[config.mk]
export PLATFORM = sky130hd
export DESIGN_NAME = l2_bus_arbiter_flat
export DESIGN_NICKNAME = d
export VERILOG_FILES = /design/src/rtl/l2_arb_pkg.sv /design/src/rtl/l2_bus_arbiter_if.sv /design/src/rtl/l2_rr_pick.sv /design/src/rtl/l2_bus_arbiter.sv /design/src/flat_wrapper.sv
export SDC_FILE = /design/constraint.sdc
export NUM_CORES = 1
export LEC_CHECK = 0
export ABC_AREA = 1
export BUFFER_PORTS_ARGS = -buffer_cell sky130_fd_sc_hd__buf_2
export CAP_MARGIN = 10
export CORE_MARGIN = 2
export CORE_UTILIZATION = 41
export DETAILED_ROUTE_END_ITERATION = 8
export PLACE_DENSITY = 0.77
export SLEW_MARGIN = 15
export SYNTH_ARGS = -nofsm -noshare
export SYNTH_HDL_FRONTEND = slang
export SYNTH_SLANG_ARGS = --single-unit
[constraint.sdc]
create_clock -name clk -period 1.4 [get_ports clk]
set_clock_uncertainty 0.05 [all_clocks]
set_input_delay 0.14 -clock clk [delete_from_list [all_inputs] [get_ports clk]]
set_output_delay 0.14 -clock clk [all_outputs]
set_load 0.01 [all_outputs]
[src/rtl/l2_arb_pkg.sv]
// l2_arb_pkg: shared FSM states, sizing defaults and address split.
// No ports; imported by the arbiter, its pick logic and its bus interface.
package l2_arb_pkg;

   localparam int NUM_PORTS  = 2;
   localparam int BURST_LEN  = 8;
   localparam int LINE_OFF_W = 5;
   localparam int BEAT_W     = 3;

   typedef enum logic [1:0] {
      IDLE     = 2'd0,
      RD_BURST = 2'd1,
      WR_BEAT  = 2'd2
   } arb_state_e;

   function automatic int idx_w(input int n);
      return (n > 1) ? $clog2(n) : 1;
   endfunction

endpackage

[src/rtl/l2_bus_arbiter_if.sv]
// l2_bus_arbiter_if: miss-handler request side and L2 memory side bundle.
// master = requesters/L2 observer, slave = arbiter.
interface l2_bus_arbiter_if #(
   parameter int NUM_PORTS = l2_arb_pkg::NUM_PORTS
);

   logic [NUM_PORTS-1:0]          rd_req;
   logic [NUM_PORTS-1:0]          wr_req;
   logic [NUM_PORTS-1:0][31:0]    req_addr;
   logic [NUM_PORTS-1:0][31:0]    req_wr_data;
   logic [NUM_PORTS-1:0]          rd_granted;
   logic [NUM_PORTS-1:0]          wr_granted;
   logic [31:0]                   l2_mem_addr;
   logic                          l2_mem_rd_en;
   logic                          l2_mem_wr_en;
   logic [31:0]                   l2_mem_wr_data;
   logic [l2_arb_pkg::BEAT_W-1:0] beat_cnt;
   logic                          bus_busy;

   modport master (
      output rd_req, wr_req, req_addr, req_wr_data,
      input  rd_granted, wr_granted, l2_mem_addr, l2_mem_rd_en,
      input  l2_mem_wr_en, l2_mem_wr_data, beat_cnt, bus_busy
   );

   modport slave (
      input  rd_req, wr_req, req_addr, req_wr_data,
      output rd_granted, wr_granted, l2_mem_addr, l2_mem_rd_en,
      output l2_mem_wr_en, l2_mem_wr_data, beat_cnt, bus_busy
   );

endinterface

[src/rtl/l2_rr_pick.sv]
// l2_rr_pick: combinational round-robin pick over a request vector.
// Ports: req, last (previous winner) -> gnt (one-hot), valid.
module l2_rr_pick #(
   parameter int  NUM_PORTS = l2_arb_pkg::NUM_PORTS,
   localparam int LW        = l2_arb_pkg::idx_w(NUM_PORTS)
) (
   input  logic [NUM_PORTS-1:0] req,
   input  logic [LW-1:0]        last,
   output logic [NUM_PORTS-1:0] gnt,
   output logic                 valid
);

   int          tmp;
   logic [LW-1:0] idx;

   // Search starts just after the previous winner, so it has lowest
   // priority; a lone requester still wins.
   always_comb begin
      gnt = '0;
      tmp = 0;
      idx = '0;
      for (int i = 1; i <= NUM_PORTS; i++) begin
         tmp = int'(last) + i;
         if (tmp >= NUM_PORTS) tmp = tmp - NUM_PORTS;
         idx = LW'(tmp);
         if (req[idx] && gnt == '0) gnt[idx] = 1'b1;
      end
   end

   assign valid = |req;

endmodule

[src/rtl/l2_bus_arbiter.sv]
// l2_bus_arbiter: round-robin arbiter of I/D miss handlers onto the L2.
// Ports: clk, rst_n (sync, active-low), bus (slave side of l2_bus_arbiter_if).
module l2_bus_arbiter #(
   parameter int NUM_PORTS = l2_arb_pkg::NUM_PORTS,
   parameter int BURST_LEN = l2_arb_pkg::BURST_LEN
) (
   input logic              clk,
   input logic              rst_n,
   l2_bus_arbiter_if.slave  bus
);

   import l2_arb_pkg::*;

   localparam int LW = idx_w(NUM_PORTS);

   arb_state_e           state_q, state_d;
   logic [LW-1:0]        win_q, last_q, pick_idx;
   logic [BEAT_W-1:0]    beat_q;
   logic [31:0]          addr_q, data_q;
   logic [NUM_PORTS-1:0] req_any, pick_oh;
   logic                 pick_vld, pick_wr, last_beat;

   assign req_any = bus.rd_req | bus.wr_req;

   l2_rr_pick #(
      .NUM_PORTS(NUM_PORTS)
   ) u_pick (
      .req  (req_any),
      .last (last_q),
      .gnt  (pick_oh),
      .valid(pick_vld)
   );

   always_comb begin
      pick_idx = '0;
      for (int i = 0; i < NUM_PORTS; i++)
         if (pick_oh[i]) pick_idx = LW'(i);
   end

   assign pick_wr   = bus.wr_req[pick_idx];
   assign last_beat = beat_q == BEAT_W'(BURST_LEN - 1);

   // Outputs decode only registered state; address/data were captured
   // at grant time, so nothing combinational leaks from the requesters.
   always_comb begin
      state_d            = state_q;
      bus.rd_granted     = '0;
      bus.wr_granted     = '0;
      bus.l2_mem_addr    = '0;
      bus.l2_mem_rd_en   = 1'b0;
      bus.l2_mem_wr_en   = 1'b0;
      bus.l2_mem_wr_data = '0;
      unique case (state_q)
         IDLE: begin
            if (pick_vld) state_d = pick_wr ? WR_BEAT : RD_BURST;
         end
         RD_BURST: begin
            bus.rd_granted[win_q] = 1'b1;
            bus.l2_mem_rd_en      = 1'b1;
            bus.l2_mem_addr       =
               {addr_q[31:LINE_OFF_W], beat_q, 2'b00};
            // Dropped request aborts; either way IDLE gives turnaround.
            if (!bus.rd_req[win_q] || last_beat) state_d = IDLE;
         end
         WR_BEAT: begin
            bus.wr_granted[win_q] = 1'b1;
            bus.l2_mem_wr_en      = 1'b1;
            bus.l2_mem_addr       = addr_q;
            bus.l2_mem_wr_data    = data_q;
            state_d               = IDLE;
         end
         default: state_d = IDLE;
      endcase
   end

   always_ff @(posedge clk) begin
      if (!rst_n) begin
         state_q <= IDLE;
         win_q   <= '0;
         last_q  <= LW'(NUM_PORTS - 1);
         beat_q  <= '0;
         addr_q  <= '0;
         data_q  <= '0;
      end else begin
         state_q <= state_d;
         if (state_q == IDLE && pick_vld) begin
            win_q  <= pick_idx;
            last_q <= pick_idx;
            addr_q <= bus.req_addr[pick_idx];
            data_q <= bus.req_wr_data[pick_idx];
            beat_q <= '0;
         end else if (state_q == RD_BURST) begin
            beat_q <= (state_d == IDLE) ? '0 : beat_q + 1'b1;
         end
      end
   end

   assign bus.beat_cnt = beat_q;
   assign bus.bus_busy = state_q != IDLE;

endmodule

[src/flat_wrapper.sv]
// flat-port wrapper written by rule: the top's interface ports become plain ports
module l2_bus_arbiter_flat import l2_arb_pkg::*;
#(
   parameter int NUM_PORTS = l2_arb_pkg::NUM_PORTS,
   parameter int BURST_LEN = l2_arb_pkg::BURST_LEN
)
  (clk, rst_n, bus_rd_req, bus_wr_req, bus_req_addr, bus_req_wr_data, bus_rd_granted, bus_wr_granted, bus_l2_mem_addr, bus_l2_mem_rd_en, bus_l2_mem_wr_en, bus_l2_mem_wr_data, bus_beat_cnt, bus_bus_busy);
  l2_bus_arbiter_if #(.NUM_PORTS(NUM_PORTS)) bus_i ();
  input logic clk;
  input logic rst_n;
  input wire logic [$bits(bus_i.rd_req)-1:0] bus_rd_req;
  input wire logic [$bits(bus_i.wr_req)-1:0] bus_wr_req;
  input wire logic [$bits(bus_i.req_addr)-1:0] bus_req_addr;
  input wire logic [$bits(bus_i.req_wr_data)-1:0] bus_req_wr_data;
  output wire logic [$bits(bus_i.rd_granted)-1:0] bus_rd_granted;
  output wire logic [$bits(bus_i.wr_granted)-1:0] bus_wr_granted;
  output wire logic [$bits(bus_i.l2_mem_addr)-1:0] bus_l2_mem_addr;
  output wire logic [$bits(bus_i.l2_mem_rd_en)-1:0] bus_l2_mem_rd_en;
  output wire logic [$bits(bus_i.l2_mem_wr_en)-1:0] bus_l2_mem_wr_en;
  output wire logic [$bits(bus_i.l2_mem_wr_data)-1:0] bus_l2_mem_wr_data;
  output wire logic [$bits(bus_i.beat_cnt)-1:0] bus_beat_cnt;
  output wire logic [$bits(bus_i.bus_busy)-1:0] bus_bus_busy;
  assign bus_i.rd_req = bus_rd_req;
  assign bus_i.wr_req = bus_wr_req;
  assign bus_i.req_addr = bus_req_addr;
  assign bus_i.req_wr_data = bus_req_wr_data;
  assign bus_rd_granted = bus_i.rd_granted;
  assign bus_wr_granted = bus_i.wr_granted;
  assign bus_l2_mem_addr = bus_i.l2_mem_addr;
  assign bus_l2_mem_rd_en = bus_i.l2_mem_rd_en;
  assign bus_l2_mem_wr_en = bus_i.l2_mem_wr_en;
  assign bus_l2_mem_wr_data = bus_i.l2_mem_wr_data;
  assign bus_beat_cnt = bus_i.beat_cnt;
  assign bus_bus_busy = bus_i.bus_busy;
  l2_bus_arbiter #(.NUM_PORTS(NUM_PORTS), .BURST_LEN(BURST_LEN)) u_core (.clk(clk), .rst_n(rst_n), .bus(bus_i));
endmodule
==> results.md, run 1 <==
- Post-DRT Antenna Nets: 0
- Clock slew at reported path FFs: 0.07 ns
- Crit. End Element: output port
- Final Hold Viols: 0
- Mapped cell area: 3990 um2
- Detailed Routing Iterations Pass 1: 4
- Grt ovf: 0
- WL per Instance: 20.3 um
- Syn. warnings: 0
- Total track usage: 0.306
- Delay-heaviest family, CP: buffers and inverters
- Max-capacitance violation count: 0
- Starting density of the core: 0.416
- Crit path largest cell delay: 0.36 ns
- Cell Pwr Density: 1150 nW/um2
- Worst EP arrival: 1.78 ns
- Final min period: 1.97 ns
- Nets: 975
- Unique masters post-synth: 25
- RePlAce Congestion: 0.885
- I/O pin count: 208
- Maximum VDD drop: 0.000748 V
- PortBufs: 207
- Initial detailed-routing violation count: 260
- Clock Path Buffers: 2
- Fin. max-slew vios: 0
- Failing checks: negative setup slack
- Total power: 9.03 mW
- Rel. slew slack: 0.706
- Reg2reg end: u_core.addr_q[6]
- Vias in the first global route: 5,120
- Register-to-register setup slack: -0.33 ns
- CP Depth: 5
- Leakage: 4.10 nW
- Yosys reg bits: 71
- Final WL: 19,700 um
- Clock Latency Late Sink: 0.35 ns
- Die height: 103 um
- Max Freq: 508 MHz
- Hold_sp: bus_req_wr_data[10]
- RR Startpoint: u_core.state_q[1]
- Cell Rows: 36
- R2R cell count: 11
- Hold Crit Class: in -> reg
- DR vias/cell: 5.55
- Maximum net fanout on the critical path: 5
- Mapped Avg Cell Area: 7.31 um2
- Core ar.: 9590 um2
- Critical Path RT: 1.21 ns
- DIE WIDTH: 103 um
- DR DRC count: 0
- Leading area contributor after synthesis: dfxtp_1
- Actual slew at the worst max-slew pin: 0.441 ns
- Final-report setup violation count: 141
- Most frequent cells in the layout: buf_2 (170), nor2_1 (67), dfxtp_1 (67), buf_6 (65), nand2_4 (52)
- Pin count of the biggest net entering global routing: 41
- Synth Instances: 546
- Area of the multi-input gates: 2880 um2
- Status: finished, violations left
- Share of cells above drive strength 1: 0.644
- Antenna violations before repair: 0
- CP max-delay cell: dfxtp_2
- DR vias: 5,403
- Post-DP HPWL: 9230 um
- Num CTS Buffers: 9
- Root Driver: clkbuf_8
- CTS tree: done
- Sink Count: 71
- Syn_nets: 685
- Hold-critical path depth: 3
- PnR worst setup slack: -0.568 ns
- Crit start category: register
- Die area: 10,500 um2
- Critical path class: reg -> out
- Crit share post-route: 1.41
- Post-synth top area share: 0.356
- First-pass GRT wire length: 24,700 um
- Buf+Inv Stages, Crit Path: 3
- Area contributors post-synth: dfxtp_1 (36%), nand2_1 (9.0%), inv_1 (7.3%)
- TNS Setup: -46.24 ns
- Most common cell after layout, fill and taps aside: buf_2
- Sequential fraction of the synthesis area: 0.356
- RSZ-0062 raised after global routing: yes
- Sequential cell area: 1430 um2
- Cell Chain, Critical Path: inv_2 > ha_4 > clkinvlp_4 > nor3_1 > buf_2
- N_diodes: 0
- Worst Hold End: u_core.data_q[10]
- H-tree depth: 3
- Area grow syn2layout: 97.4%
- Fillcell total: 521
[cell families (layout without fill, tap and decap cells)]
kind of cell | after synthesis | in the layout | synth area share
buffers and inverters | 126 | 421 | 0.160
adders and majority gates | 5 | 5 | 0.0157
and+or+nand+nor | 206 | 206 | 0.211
AOI/OAI and AO/OA | 138 | 138 | 0.257
DFF | 71 | 71 | 0.356
[cells in the mapped netlist]
cell type and count:
a21oi_1 7, a21oi_2 2, buf_1 2, buf_12 1, buf_2 12, buf_4 5
buf_6 11, buf_8 3, clkbuf_1 11, dfxtp_1 71, ha_1 5, inv_1 78
inv_2 3, nand2_1 96, nand2_2 2, nand3_1 6, nor2_1 71, nor2_4 3
nor3_1 28, o211ai_1 37, o21ai_0 22, o21ai_1 31, o21ai_2 12, o32ai_1 15
o32ai_2 12
[cell type report]
cell class,instances,area share
Timing Repair Buffer,323,0.365
Tap cell,133,0.0211
Multi-Input combinational cell,349,0.365
Clock buffer,12,0.0184
Clock inverter,4,0.00571
Inverter,81,0.0422
Sequential cell,71,0.181
Timing Repair inverter,1,0.000952
[worst max path at each step]
stage	slack, ns	from	endpoint
floorplan	-0.02	u_core.state_q[0]	bus_l2_mem_addr[10]
global placement	-0.11	u_core.state_q[1]	u_core.addr_q[10]
detailed placement	-0.20	u_core.state_q[1]	u_core.addr_q[15]
CTS	-0.49	u_core.state_q[1]	bus_l2_mem_addr[17]
global route	-0.61	u_core.state_q[0]	bus_l2_mem_addr[7]
finish	-0.57	u_core.state_q[1]	bus_l2_mem_addr[15]
[through the flow]
| step | setup WS, ns | std cells | hold slack (ns) | instance area, um2 | utilization |
|---|---|---|---|---|---|
| 5_1_grt | -0.615 | 974 | 0.00475 | 7880 | 0.822 |
| 2_1_floorplan | -0.0222 | 546 | 0.251 | 4020 | - |
| 6_report | -0.568 | 974 | 0.00609 | 7880 | 0.822 |
| 3_5_place_dp | -0.198 | 879 | 0.348 | 5250 | 0.548 |
| 4_1_cts | -0.490 | 961 | 0.00132 | 6910 | 0.720 |
| 3_3_place_gp | -0.112 | 879 | 0.343 | 5250 | 0.548 |
[timing repair]
item	4_1_cts	5_1_grt
buffers inserted	27	18
endpoints found under the hold margin	19	0
hold buffers	19	0
pin swaps	25	55
resized for setup	142	250
gates cloned	20	7
endpoints found under the setup margin	141	142
[state kept, by name (all words and copies together) (netlist names)]
signal / flops
u_core.addr_q: 32
u_core.last_q: 1
u_core.win_q: 1
u_core.data_q: 32
u_core.bus.beat_cnt: 3
u_core.state_q: 2
[power by group]
part | internal (mW) | leakage (nW) | switching, mW
logic | 2.28 | 3.41 | 2.38
clock network | 0.865 | 0.100 | 0.791
registers | 2.38 | 0.590 | 0.337
total | 5.53 | 4.10 | 3.50
[routing by layer]
layer | global-route usage | up-vias | wire length [um]
li1 | - | 2384 | -
met1 | 0.324 | 2530 | 6880
met2 | 0.548 | 396 | 10100
met3 | 0.0664 | 93 | 1770
met4 | 0.198 | 0 | 1010
met5 | 0 | - | 0
[worst reg2reg max path, stage by stage (launching register included)]
cell	delay [ns]
dfxtp_2	0.36
inv_2	0.07
ha_4	0.17
inv_4	0.06
nor2_4	0.05
buf_12	0.13
nor2_4	0.19
buf_12	0.15
clkinv_8	0.06
buf_12	0.13
buf_12	0.13
o32ai_4	0.09
Note: power is estimated with default switching activity, not from simulation.
==> run 2: changes to the inputs <==
--- a/config.mk
+++ b/config.mk
@@ -11,7 +11,9 @@
 export CORE_MARGIN = 2
 export CORE_UTILIZATION = 41
 export DETAILED_ROUTE_END_ITERATION = 8
+export GPL_TIMING_DRIVEN = 0
 export PLACE_DENSITY = 0.77
+export RECOVER_POWER = 100
 export SLEW_MARGIN = 15
 export SYNTH_ARGS = -nofsm -noshare
 export SYNTH_HDL_FRONTEND = slang
==> run 2 against run 1 <==
Net effect: the run ends with negative hold slack, negative setup slack left; sequential power is 2% lower; core utilization is 3.7 points lower; via count down 4.6%; clock power grew 14%; count of clock-buffer cells in the layout increased by 1; largest cell class unchanged; largest power group unchanged; highest routed layer unchanged.
==> results.md, run 2 (same netlist as run 1, synthesis figures left out) <==
- P_sw: 3.38 mW (-3.4%)
- Pin count of the biggest net entering global routing: 12 (-71%)
- DR vias/cell: 5.36 (-3.4%)
- Total track usage: 0.304 (-0.00191)
- Critical path class: reg -> out
- Grt ovf: 0 (unchanged)
- DR vias: 5,154 (-4.6%)
- Leakage: 3.79 nW (-7.7%)
- Maximum net fanout on the critical path: 5 (unchanged)
- Status: finished, violations left
- DIE WIDTH: 103 um (unchanged)
- Placed cells: 886 (+0.80%)
- RSZ-0062 raised after global routing: yes
- Clock slew at reported path FFs: 0.08 ns (about the same)
- Clock Path Buffers: 2 (unchanged)
- Failing checks: negative hold slack, negative setup slack
- RR Startpoint: u_core.state_q[0]
- Worst EP arrival: 1.63 ns (-0.15 ns)
- N_diodes: 0 (unchanged)
- Max Freq: 551 MHz (+8.4%)
- Cell Rows: 36 (unchanged)
- Cell Pwr Density: 1200 nW/um2 (+4.3%)
- Crit. End Element: output port
- Clock power frac: 0.210 (+0.027)
- Detailed Routing Iterations Pass 1: 5 (+1)
- Root Driver: clkbuf_8
- Post-DP HPWL: 10,300 um (+12%)
- CTS tree: done
- WL per Instance: 18.7 um (-7.6%)
- Antenna violations before repair: 0 (unchanged)
- Comb power frac: 0.494 (-0.022)
- Starting density of the core: 0.416 (unchanged)
- Sequential power share: 0.296 (-0.005)
- Internal: 5.61 mW (+1.6%)
- Final WL: 18,000 um (-8.8%)
- Share of cells above drive strength 1: 0.596 (-0.0486)
- PnR worst setup slack: -0.416 ns (+0.152 ns)
- Critical Path Source: u_core.state_q[0]
- Hold Crit Class: in -> reg
- I/O pin count: 208 (unchanged)
- Actual slew at the worst max-slew pin: 0.935 ns (+0.494 ns)
- Critical Path RT: 1.21 ns (about the same)
- Num CTS Buffers: 9 (unchanged)
- Die area: 10,500 um2 (unchanged)
- Most common cell after layout, fill and taps aside: buf_2
- H-tree depth: 3 (unchanged)
- Fin. max-slew vios: 0 (unchanged)
- Final min period: 1.82 ns (-0.152 ns)
- Switching Share: 0.376 (-0.0119)
- Clock Latency Late Sink: 0.34 ns (about the same)
- Rel. slew slack: 0.377 (-0.329)
- Nets: 963 (-1.2%)
- Maximum VDD drop: 0.000870 V (+16%)
- Sink Count: 71 (unchanged)
- Total power: 9.00 mW (-0.38%)
- Placed Area: 5220 um2 (-0.67%)
- Die height: 103 um (unchanged)
- Crit share post-route: 1.30 (-0.109)
- Final-report setup violation count: 139 (-1.4%)
- Most frequent cells in the layout: buf_2 (190), nor2_1 (70), dfxtp_1 (69), inv_1 (51)
- Initial detailed-routing violation count: 239 (-8.1%)
- Hold_sp: bus_req_addr[2]
- Final Hold Viols: 1 (+1)
- Crit start category: register
- Max-capacitance violation count: 0 (unchanged)
- Fin cells: 962 (-1.2%)
- RePlAce Congestion: 0.896 (+1.2%)
- Worst-case hold slack: -0.0135 ns (-0.0196 ns)
- Final instance area: 7530 um2 (-4.5%)
- Core ar.: 9590 um2 (unchanged)
- Post-DRT Antenna Nets: 0 (unchanged)
- Vias in the first global route: 5,043 (-1.5%)
- PortBufs: 207 (unchanged)
- DR DRC count: 0 (unchanged)
- Area grow syn2layout: 88.4%
- First-pass GRT wire length: 24,700 um (+0.25%)
==> run 2: changes by cell type in the layout (fill, tap and decap cells not counted), sizes merged <==
cell         change
clkbuf          +17
buf             -22
dlygate4sd3      -5
bufinv           +1
inv              +2
clkinv           -3
clkinvlp         -2
==> run 2: layout make-up <==
type / count / area (um2)
multi-input cells: 349 / 2840
fillers: 639 / 2070
repair buffers: 271 / 2060
flip-flops and latches: 71 / 1430
plain buffers: 41 / 483
inverters: 81 / 327
well taps: 133 / 166
clock buffers: 13 / 159
clock inverters: 3 / 65.1
==> run 2: final timing paths <==
check                             end  slack [ns]  depth (start not counted)
hold / removal       u_core.addr_q[2]       -0.01                          3
setup reg to reg    u_core.data_q[24]       -0.29                         11
hold reg to reg     u_core.data_q[22]        0.41                          2
setup / recovery  bus_l2_mem_addr[28]       -0.42                          6
==> run 2: metrics by stage <==
step	util	setup TNS [ns]	setup slack [ns]
after global routing	0.784	-41.57	-0.446
after global placement	0.544	-22.34	-0.325
final	0.784	-36.13	-0.416
after CTS	0.728	-34.78	-0.405
after detailed placement	0.544	-23.71	-0.342
after floorplan	-	-0.736	-0.0222
==> run 2: power groups by stage <==
stage | Combinational, mW | Sequential, mW | Clock, mW
4_1_cts | 3.97 | 2.58 | 1.89
6_report | 4.45 | 2.66 | 1.89
5_1_grt | 4.68 | 2.68 | 2.00
3_5_place_dp | 2.36 | 2.58 | 0
3_3_place_gp | 2.30 | 2.56 | 0
2_1_floorplan | 1.62 | 2.54 | 0
==> run 2: per-layer routing <==
layer,global-route usage,up-vias,wire length (um)
li1,-,2356,-
met1,0.345,2427,6720
met2,0.541,308,9210
met3,0.0569,63,1400
met4,0.159,0,680
met5,0,-,0
==> run 2: critical path: stages, from the launching register on <==
cell	delay [ns]
dfxtp_4	0.39
inv_6	0.05
ha_4	0.28
inv_6	0.05
clkbuf_8	0.17
nor3_4	0.19
buf_2	0.16
==> run 2: what timing repair did <==
action / 4_1_cts / 5_1_grt
gates resized for setup: 206 / 159
hold buffers: 14 / 0
cloned: 17 / 1
setup endpoints to repair: 138 / 140
endpoints found under the hold margin: 14 / 0
pin swaps: 34 / 37
setup buffers: 28 / 16
==> run 3: changes to the inputs <==
--- a/config.mk
+++ b/config.mk
@@ -12,9 +12,10 @@
 export CORE_UTILIZATION = 41
 export DETAILED_ROUTE_END_ITERATION = 8
 export GPL_TIMING_DRIVEN = 0
-export PLACE_DENSITY = 0.77
+export PLACE_DENSITY_LB_ADDON = 0.12
 export RECOVER_POWER = 100
 export SLEW_MARGIN = 15
 export SYNTH_ARGS = -nofsm -noshare
 export SYNTH_HDL_FRONTEND = slang
+export SYNTH_HIERARCHICAL = 1
 export SYNTH_SLANG_ARGS = --single-unit
==> run 3 against run 2 <==
Net effect: the run ends with negative setup slack left; area after synthesis shrank 0.38%; worst hold slack gained 0.046 ns; first-iteration DRC count shrank 34%; global-route usage shrank 2.3 points; count of clock-buffer cells in the layout shrank 1; combinational power grew 2%; critical endpoint is now bus_l2_mem_addr[11].
==> results.md, run 3 <==
- Maximum net fanout on the critical path: 5 (unchanged)
- Clock Path Buffers: 2 (unchanged)
- Post-DRT Antenna Nets: 0 (unchanged)
- Max Freq: 534 MHz (-3.0%)
- Area grow syn2layout: 94.7%
- Pin count of the biggest net entering global routing: 13 (+1)
- Die area: 10,500 um2 (-0.36%)
- Leakage: 4.01 nW (+5.7%)
- CTS tree: done
- Vias in the first global route: 4,679 (-7.2%)
- Status: finished, violations left
- Antenna violations before repair: 0 (unchanged)
- Most frequent cells in the layout: buf_2 (181), dfxtp_1 (66), nor2_1 (65), buf_6 (60), inv_1 (44)
- Placed cells: 879 (-0.79%)
- Critical Path RT: 1.21 ns (about the same)
- PnR worst setup slack: -0.472 ns (-0.0558 ns)
- Worst Hold End: u_core/data_q[3]
- DR vias/cell: 5.25 (-2.0%)
- Final Hold Viols: 0 (-1)
- Grt ovf: 0 (unchanged)
- Metal2 WL: 8940 um (-2.9%)
- Mapped cell area: 3980 um2 (-0.38%)
- Hold_sp: bus_req_wr_data[3]
- Num CTS Buffers: 9 (unchanged)
- Final WL: 17,000 um (-5.6%)
- Die height: 103 um (-0.18%)
- Failing checks: negative setup slack
- Clock slew at reported path FFs: 0.09 ns (about the same)
- Total power: 8.97 mW (-0.33%)
- DR vias: 4,984 (-3.3%)
- Top layer in use: met4
- First-pass GRT wire length: 23,100 um (-6.7%)
- RR Startpoint: u_core/state_q[1]
- Maximum VDD drop: 0.000614 V (-29%)
- Crit share post-route: 1.34 (+0.0399)
- Clock Latency Late Sink: 0.34 ns (about the same)
- DIE WIDTH: 103 um (-0.18%)
- Root Driver: clkbuf_8
- RePlAce Congestion: 0.847 (-5.5%)
- Starting density of the core: 0.427 (+0.0103)
- Detailed Routing Iterations Pass 1: 6 (+1)
- Final min period: 1.87 ns (+0.0558 ns)
- Most common cell after layout, fill and taps aside: buf_2
- Nets: 954 (-0.93%)
- Actual slew at the worst max-slew pin: 0.884 ns (-0.0506 ns)
- I/O pin count: 208 (unchanged)
- RSZ-0062 raised after global routing: yes
- Fin. max-slew vios: 0 (unchanged)
- Critical path class: reg -> out
- Initial detailed-routing violation count: 158 (-34%)
- Syn_nets: 682 (-0.44%)
- Reg2reg end: u_core/addr_q[15]
- Met3 WL: 1250 um (-10%)
- Syn. warnings: 6 (+6)
- Core ar.: 9330 um2 (-2.8%)
- Max-capacitance violation count: 0 (unchanged)
- R2R cell count: 11 (unchanged)
- DR DRC count: 0 (unchanged)
- Synth Instances: 543 (-0.55%)
- Share of cells above drive strength 1: 0.677 (+0.0809)
- Final-report setup violation count: 139 (unchanged)
- WL per Instance: 17.9 um (-4.3%)
- N_diodes: 0 (unchanged)
- Fin cells: 949 (-1.4%)
- Register-to-register setup slack: -0.30 ns (about the same)
- Worst EP arrival: 1.68 ns (+0.05 ns)
- PortBufs: 207 (unchanged)
- H-tree depth: 3 (unchanged)
- Hold-critical path depth: 3 (unchanged)
- Total track usage: 0.281 (-0.0232)
- Cell Rows: 35 (-2.8%)
- Crit start category: register
- Mapped Avg Cell Area: 7.33 um2 (+0.17%)
- Post-DP HPWL: 9750 um (-5.6%)
- Sink Count: 71 (unchanged)
- Hold Crit Class: in -> reg
- DRT met1 WL: 6460 um (-3.9%)
- Pre-CTS WS: -0.484 ns (-0.142 ns)
- Rel. slew slack: 0.410 (+0.0338)
- Cell Pwr Density: 1160 nW/um2 (-3.2%)
- Crit. End Element: output port
- Worst-case hold slack: 0.0327 ns (+0.0462 ns)
run 3: cell types whose count changed in the layout (fill, tap and decap cells not counted), sizes merged, moves of 3 or more:
cell         before  now
o211ai           37    0
o31ai             0   37
buf             278  291
dlygate4sd3      14    1
clkbuf           33   26
nor2             74   70
or2               0    3
run 3: metal layers:
metal  up-vias  GRT usage
met4         0     0.0821
met2       220      0.511
met3        29     0.0644
li1       2344          -
met1      2391      0.329
met5         -          0
run 3: how the worst max path moves through the flow:
stage	startpoint	endpoint	slack, ns	cells after the start
after global routing	u_core/state_q[1]	bus_l2_mem_addr[21]	-0.51	7
after CTS	u_core/state_q[1]	bus_l2_mem_addr[27]	-0.50	9
after global placement	bus_rd_req[1]	u_core/addr_q[4]	-0.47	9
final	u_core/state_q[1]	bus_l2_mem_addr[11]	-0.47	7
after detailed placement	bus_rd_req[1]	u_core/data_q[31]	-0.48	9
after floorplan	bus_rd_req[1]	u_core/addr_q[0]	-0.05	8
run 3: layout make-up:
| type | count | area (um2) |
|---|---|---|
| timing repair buffer | 266 | 2120 |
| clock inverter | 4 | 53.8 |
| sequential | 71 | 1430 |
| inverter | 81 | 347 |
| tap | 129 | 161 |
| clock buffer | 12 | 155 |
| fill | 562 | 1580 |
| multi-input combinational | 346 | 3010 |
| buffer | 40 | 470 |
run 3: repair_timing:
action,in CTS,in global routing
hold endpoints to repair,1,0
gates cloned,17,4
setup buffers,31,14
hold buffers,1,0
setup endpoints to repair,139,141
pin swaps,26,49
resized for setup,164,262
run 3: through the flow:
stage	area [um2]	TNS, ns	utilization
final	7750	-44.13	0.830
after global routing	7750	-49.68	0.830
after CTS	6770	-44.18	0.726
after detailed placement	5360	-39.82	0.575
after global placement	5360	-38.54	0.575
after floorplan	4160	-2.06	-
run 3: worst max-delay path, stage by stage, from the launching register on:
cell and delay (ns):
dfxtp_4 0.37, buf_6 0.11, ha_4 0.19, nor2_4 0.08, buf_12 0.13, buf_8 0.13
nor3_4 0.17, buf_2 0.16
run 3: report_power, final:
group,switching (mW),internal [mW]
clock network,0.830,0.925
logic,2.31,2.23
registers,0.302,2.37
